--- src/rtl/axi4_b_err_inject.sv ---
// Merges downstream B responses with locally injected SLVERR
// responses for writes the RAB dropped; feeds the B buffer.
//
// Ports:
//   axi4_aclk, axi4_arstn       clock, async active-low reset
//   drop_i/drop_id_i/drop_user_i/drop_ready_o
//                               record one dropped write
//   done_i                      W burst of oldest undone drop sunk
//   m_axi4_b*                   downstream B channel (input side)
//   s_axi4_b*                   merged B channel (to B buffer)
//   err_cnt_o                   injected-error count
// Optional: define AXI4_B_ERR_CNT_EN to build the error counter.
module axi4_b_err_inject #(
  parameter int AXI_ID_WIDTH   = 4,
  parameter int AXI_USER_WIDTH = 4,
  parameter int DROP_DEPTH     = 4
) (
  input  logic                      axi4_aclk,
  input  logic                      axi4_arstn,
  input  logic                      drop_i,
  input  logic [AXI_ID_WIDTH-1:0]   drop_id_i,
  input  logic [AXI_USER_WIDTH-1:0] drop_user_i,
  output logic                      drop_ready_o,
  input  logic                      done_i,
  input  logic [AXI_ID_WIDTH-1:0]   m_axi4_bid,
  input  logic [1:0]                m_axi4_bresp,
  input  logic                      m_axi4_bvalid,
  input  logic [AXI_USER_WIDTH-1:0] m_axi4_buser,
  output logic                      m_axi4_bready,
  output logic [AXI_ID_WIDTH-1:0]   s_axi4_bid,
  output logic [1:0]                s_axi4_bresp,
  output logic                      s_axi4_bvalid,
  output logic [AXI_USER_WIDTH-1:0] s_axi4_buser,
  input  logic                      s_axi4_bready,
  output logic [31:0]               err_cnt_o
);

  localparam int PW = $clog2(DROP_DEPTH);
  localparam int CW = PW + 1;

  typedef enum logic [1:0] {
    IDLE = 2'd0,
    FWD  = 2'd1,
    ERR  = 2'd2
  } sel_t;

  logic [AXI_ID_WIDTH-1:0]   id_q   [DROP_DEPTH];
  logic [AXI_USER_WIDTH-1:0] user_q [DROP_DEPTH];
  logic [PW-1:0] wr_ptr, rd_ptr;
  logic [CW-1:0] count, done_cnt;
  sel_t          lock, sel;
  logic          last_err;

  logic full, push, pop, hs;
  logic err_ok, done_inc;

  assign full         = (count == CW'(DROP_DEPTH));
  assign drop_ready_o = !full;
  assign push         = drop_i && !full;
  assign err_ok       = (done_cnt != '0);
  assign done_inc     = done_i && (done_cnt < count);

  // A locked source keeps the channel until its beat is taken.
  // Gated by reset so nothing is offered while in reset.
  always_comb begin
    sel = IDLE;
    if (!axi4_arstn)
      sel = IDLE;
    else if (lock != IDLE)
      sel = lock;
    else if (err_ok && m_axi4_bvalid)
      sel = last_err ? FWD : ERR;
    else if (err_ok)
      sel = ERR;
    else if (m_axi4_bvalid)
      sel = FWD;
  end

  always_comb begin
    s_axi4_bid    = '0;
    s_axi4_bresp  = 2'b00;
    s_axi4_bvalid = 1'b0;
    s_axi4_buser  = '0;
    m_axi4_bready = 1'b0;
    unique case (1'b1)
      (sel == FWD): begin
        s_axi4_bid    = m_axi4_bid;
        s_axi4_bresp  = m_axi4_bresp;
        s_axi4_bvalid = m_axi4_bvalid;
        s_axi4_buser  = m_axi4_buser;
        m_axi4_bready = s_axi4_bready;
      end
      (sel == ERR): begin
        s_axi4_bid    = id_q[rd_ptr];
        s_axi4_bresp  = 2'b10;
        s_axi4_bvalid = 1'b1;
        s_axi4_buser  = user_q[rd_ptr];
      end
      default: ;
    endcase
  end

  assign hs  = s_axi4_bvalid && s_axi4_bready;
  assign pop = hs && (sel == ERR);

  always_ff @(posedge axi4_aclk) begin
    if (push) begin
      id_q[wr_ptr]   <= drop_id_i;
      user_q[wr_ptr] <= drop_user_i;
    end
  end

  always_ff @(posedge axi4_aclk or negedge axi4_arstn) begin
    if (!axi4_arstn) begin
      wr_ptr   <= '0;
      rd_ptr   <= '0;
      count    <= '0;
      done_cnt <= '0;
      lock     <= IDLE;
      last_err <= 1'b1;
    end else begin
      if (push) wr_ptr <= wr_ptr + 1'b1;
      if (pop)  rd_ptr <= rd_ptr + 1'b1;
      unique case ({push, pop})
        2'b10:   count <= count + 1'b1;
        2'b01:   count <= count - 1'b1;
        default: ;
      endcase
      unique case ({done_inc, pop})
        2'b10:   done_cnt <= done_cnt + 1'b1;
        2'b01:   done_cnt <= done_cnt - 1'b1;
        default: ;
      endcase
      lock <= (s_axi4_bvalid && !s_axi4_bready) ? sel : IDLE;
      if (hs) last_err <= (sel == ERR);
    end
  end

`ifdef AXI4_B_ERR_CNT_EN
  logic [31:0] err_cnt;
  always_ff @(posedge axi4_aclk or negedge axi4_arstn) begin
    if (!axi4_arstn)
      err_cnt <= '0;
    else if (pop)
      err_cnt <= err_cnt + 32'd1;
  end
  assign err_cnt_o = err_cnt;
`else
  assign err_cnt_o = 32'd0;
`endif

`ifndef SYNTHESIS
  always_ff @(posedge axi4_aclk) begin
    if (axi4_arstn && done_i)
      assert (done_cnt < count)
        else $warning("done_i with no undone drop, ignored");
  end
`endif

endmodule

--- config.mk ---
export PLATFORM = sky130hd
export DESIGN_NAME = axi4_b_err_inject
export DESIGN_NICKNAME = d
export VERILOG_FILES = /design/src/rtl/axi4_b_err_inject.sv
export SDC_FILE = /design/constraint.sdc
export NUM_CORES = 1
export LEC_CHECK = 0
export ABC_AREA = 1
export CORE_MARGIN = 3
export CORE_UTILIZATION = 30
export CTS_CLUSTER_SIZE = 14
export DETAILED_ROUTE_END_ITERATION = 16
export SLEW_MARGIN = 20
export SYNTH_ARGS = -nofsm -noshare
export SYNTH_HDL_FRONTEND = slang
export SYNTH_SLANG_ARGS = --single-unit
--- constraint.sdc ---
create_clock -name axi4_aclk -period 2.7 [get_ports axi4_aclk]
set_clock_uncertainty 0.1 [all_clocks]
set_input_delay 0.405 -clock axi4_aclk [delete_from_list [all_inputs] [get_ports axi4_aclk]]
set_output_delay 0.405 -clock axi4_aclk [all_outputs]
set_load 0.02 [all_outputs]
==> results list <==
- Critical path arrival: a little over 2 ns
- Final setup violating endpoints: 0
- Post-synthesis cell type count: 22
- Area of the mapped netlist: approximately 0.0026 sq mm
- The first detailed-routing pass took 4 iterations.
- Cells fill 38.45% of the core in the end.
- The final-report max-slew violation count came to 0.
* Critical path, cell by cell: clkdlybuf4s50_1, nand2_1, a21boi_0, o21ai_1, ha_2, buf_4, a21oi_1, clkdlybuf4s15_2
- Grt ovf: 0
* Startpoint type of the worst setup path: primary input
- Global routing used 2.406% of the available met3 tracks.
* Global-route track usage on met2: between 15 and 20%
- Once routing completed, OpenROAD measured the worst setup slack at around 0.13 ns.
- The worst setup path is captured at an output pin.
- In the layout the commonest cells are sky130_fd_sc_hd__nand2_1, sky130_fd_sc_hd__inv_1, sky130_fd_sc_hd__conb_1, sky130_fd_sc_hd__edfxtp_1, sky130_fd_sc_hd__buf_4.
* Detailed-route vias per instance: roughly 4.0
- Along the worst path, the maximum fanout reaches 7.
- Ratio of cells with drive above 1 in the final layout: between 15 and 20%
- Final number of hold-violating endpoints: 0
- No sink is reached through more buffers than the 2 on the longest clock path.
- The number of global-route vias before repair is about 1600.
* Final routed DRC violation total: 0
- Critical Path Slowest Stage Cell: sky130_fd_sc_hd__clkdlybuf4s50_1
* Antenna diodes: 0
- Clock root cell: sky130_fd_sc_hd__clkbuf_8
- Worst hold path type: reg -> reg
- # port buffers: 36
- Summed over all failing endpoints, the final setup total negative slack is 0 ns.
- CTS H-Tree Depth: 2
- Setup repair after global routing left no endpoint under its margin.
* Mapped Avg Cell Area: slightly above 9 sq um
* Busiest metal layer after global routing: met2
- Routability-driven placement finished with a final weighted congestion of 0.7375.
- Height of the die: 98.67 um
- Via count: 1815
* Detailed placer's ending HPWL: ~3.6 mm
- For the worst setup path, the data required time is approximately 2.2 ns.
* GRT Util Overall: roughly 10%
- On the critical path the largest part of the delay comes from buffers and inverters.
- Pre-CTS setup slack: -0.3105 ns
- YS warnings: 0
- Once the floorplan was initialized, standard cells occupied a little under a third of the core.
- Wires add up to about 4.8 mm.
- The first global-routing pass estimated 7.755 mm of wire.
* Post-synthesis register bit count: 45
- After clock tree synthesis, the clock-pin slew on the worst setup and hold paths is around 0.09 ns.
- The floorplan has 33 rows.
* Hold Buf Count CTS: 0
* Number of buffer and inverter instances along the worst setup path: 3
- The layout has 839 filler cells.
- Part of the cycle the worst path needs: ~95%
- Clock period minus final worst setup slack: 2.573 ns
- Standby leakage power: about 0.0015 uW
- TritonCTS clock tree: built
* Area delta synth->final: 23.26%
* IR Drop Worst-Case VDD: 0.2517 mV
- For this run, the post-layout net count is between 300 and 400.
- Max-cap violations: 0
- Worst-skew pair later-pin latency: around 0.30 ns
- Entering global routing, the biggest net connects 18 pins.
- The core region is 0.008258 sq mm.
- The die covers about 0.0097 sq mm.
* ANT nets after route: 0
- Sinks on Clock Net: 45
- Die extent in x: just under 100 um
- Synthesized instance count: around 280
- about 70 I/O pins were placed.
- Largest stage delay on the critical path: ~0.47 ns
- Met1 routing resource usage after global routing: 13.24%
* TritonCTS buffer count: 5
- Portion of the post-synthesis area used by sequential elements: between 40% and 50%
* Maximum achievable frequency: about 0.39 GHz
- Average detailed-routed wire length per instance: about 11 um
- Dividing total power by cell area gives a power density of just over 900 mW/mm^2.
- Classification of the worst setup path: in -> out
* Violation count after the first detailed-route iteration: slightly below 80
- The number of antenna violations at the first check in global routing was 0.
* Status: finished clean
- Leaving out fill and tap cells, the most frequent cell in the layout is sky130_fd_sc_hd__nand2_1.
## sequential cells by signal, indices dropped and copies added (netlist names)
| signal | count |
|---|---|
| wr_ptr | 2 |
| user_q | 16 |
| last_err | 1 |
| id_q | 16 |
| done_cnt | 3 |
| rd_ptr | 2 |
| count | 3 |
| lock | 2 |
## Yosys cell counts, drive strengths merged
cell type / number / area share [%]
dfrtp: 12 / 12
a21oi: 15 / 4.2
buf: 39 / 11
nor2: 13 / 2.0
fa: 2 / 1.6
dfstp: 1 / 1.0
nand2: 71 / 11
inv: 54 / 8.0
nand3: 21 / 4.1
xor2: 4 / 1.4
conb: 1 / 0.15
a21boi: 1 / 0.29
xnor2: 2 / 0.68
edfxtp: 32 / 37
o21ai: 5 / 0.97
ha: 10 / 4.9
## power breakdown
group	switching, uW	internal, uW
registers	87.5	942
logic	814	556
clock network	225	279
## final cells by class
class / count / area (sq um) / share of cell area [%]
clock buffer: 6 / 72.57 / 2.285
clock inverter: 2 / 38.79 / 1.221
inverter: 54 / 205.2 / 6.462
multi-input combinational: 176 / 914.6 / 28.80
sequential: 45 / 1287 / 40.54
tap: 105 / 131.4 / 4.137
timing repair buffer: 63 / 525.5 / 16.55
## layer usage
metal	share of wire, %	up-vias
li1	-	933
met1	46	810
met2	46	66
met5	0	-
met3	6.9	6
met4	1.5	0
## worst paths after layout
kind                               startpoint               to  slack (ns)  depth (start not counted)
worst max register to register    done_cnt[2]      done_cnt[2]        0.16                         14
worst min-delay path              done_cnt[0]      done_cnt[0]        0.37                          1
worst min register to register    done_cnt[0]      done_cnt[0]        0.37                          1
max in group asynchronous          axi4_arstn         last_err        1.82                          3
min in group asynchronous          axi4_arstn      done_cnt[2]        0.44                          3
worst max-delay path            m_axi4_bvalid  s_axi4_bresp[1]        0.13                          8
## timing repair
| item | 4_1_cts | 5_1_grt |
|---|---|---|
| endpoints found under the setup margin | 13 | 13 |
| buffers inserted | 0 | 1 |
| gates resized for setup | 26 | 14 |
## kinds of logic (layout without fill, tap and decap cells)
group | after synthesis | after routing | synth area share, %
other | 1 | 32 | 0.1456
adders and majority gates | 12 | 12 | 6.411
buffers and inverters | 93 | 125 | 19.33
and+or+nand+nor | 105 | 105 | 16.61
xor gates and xnor gates | 6 | 6 | 2.040
DFF | 45 | 45 | 49.98
AOI/OAI and AO/OA | 21 | 21 | 5.488
## metrics by stage
stage / cells / hold WS (ns) / area [sq um] / power [uW]
floorplan: 314 / 0.009409 / 2693 / 1987
global placement: 442 / 0.3634 / 3099 / 2418
detailed placement: 442 / 0.3616 / 3099 / 2455
CTS: 450 / 0.3779 / 3212 / 2947
global route: 451 / 0.3900 / 3176 / 3159
finish: 451 / 0.3710 / 3176 / 2904
Note: power is estimated with default switching activity, not from simulation.
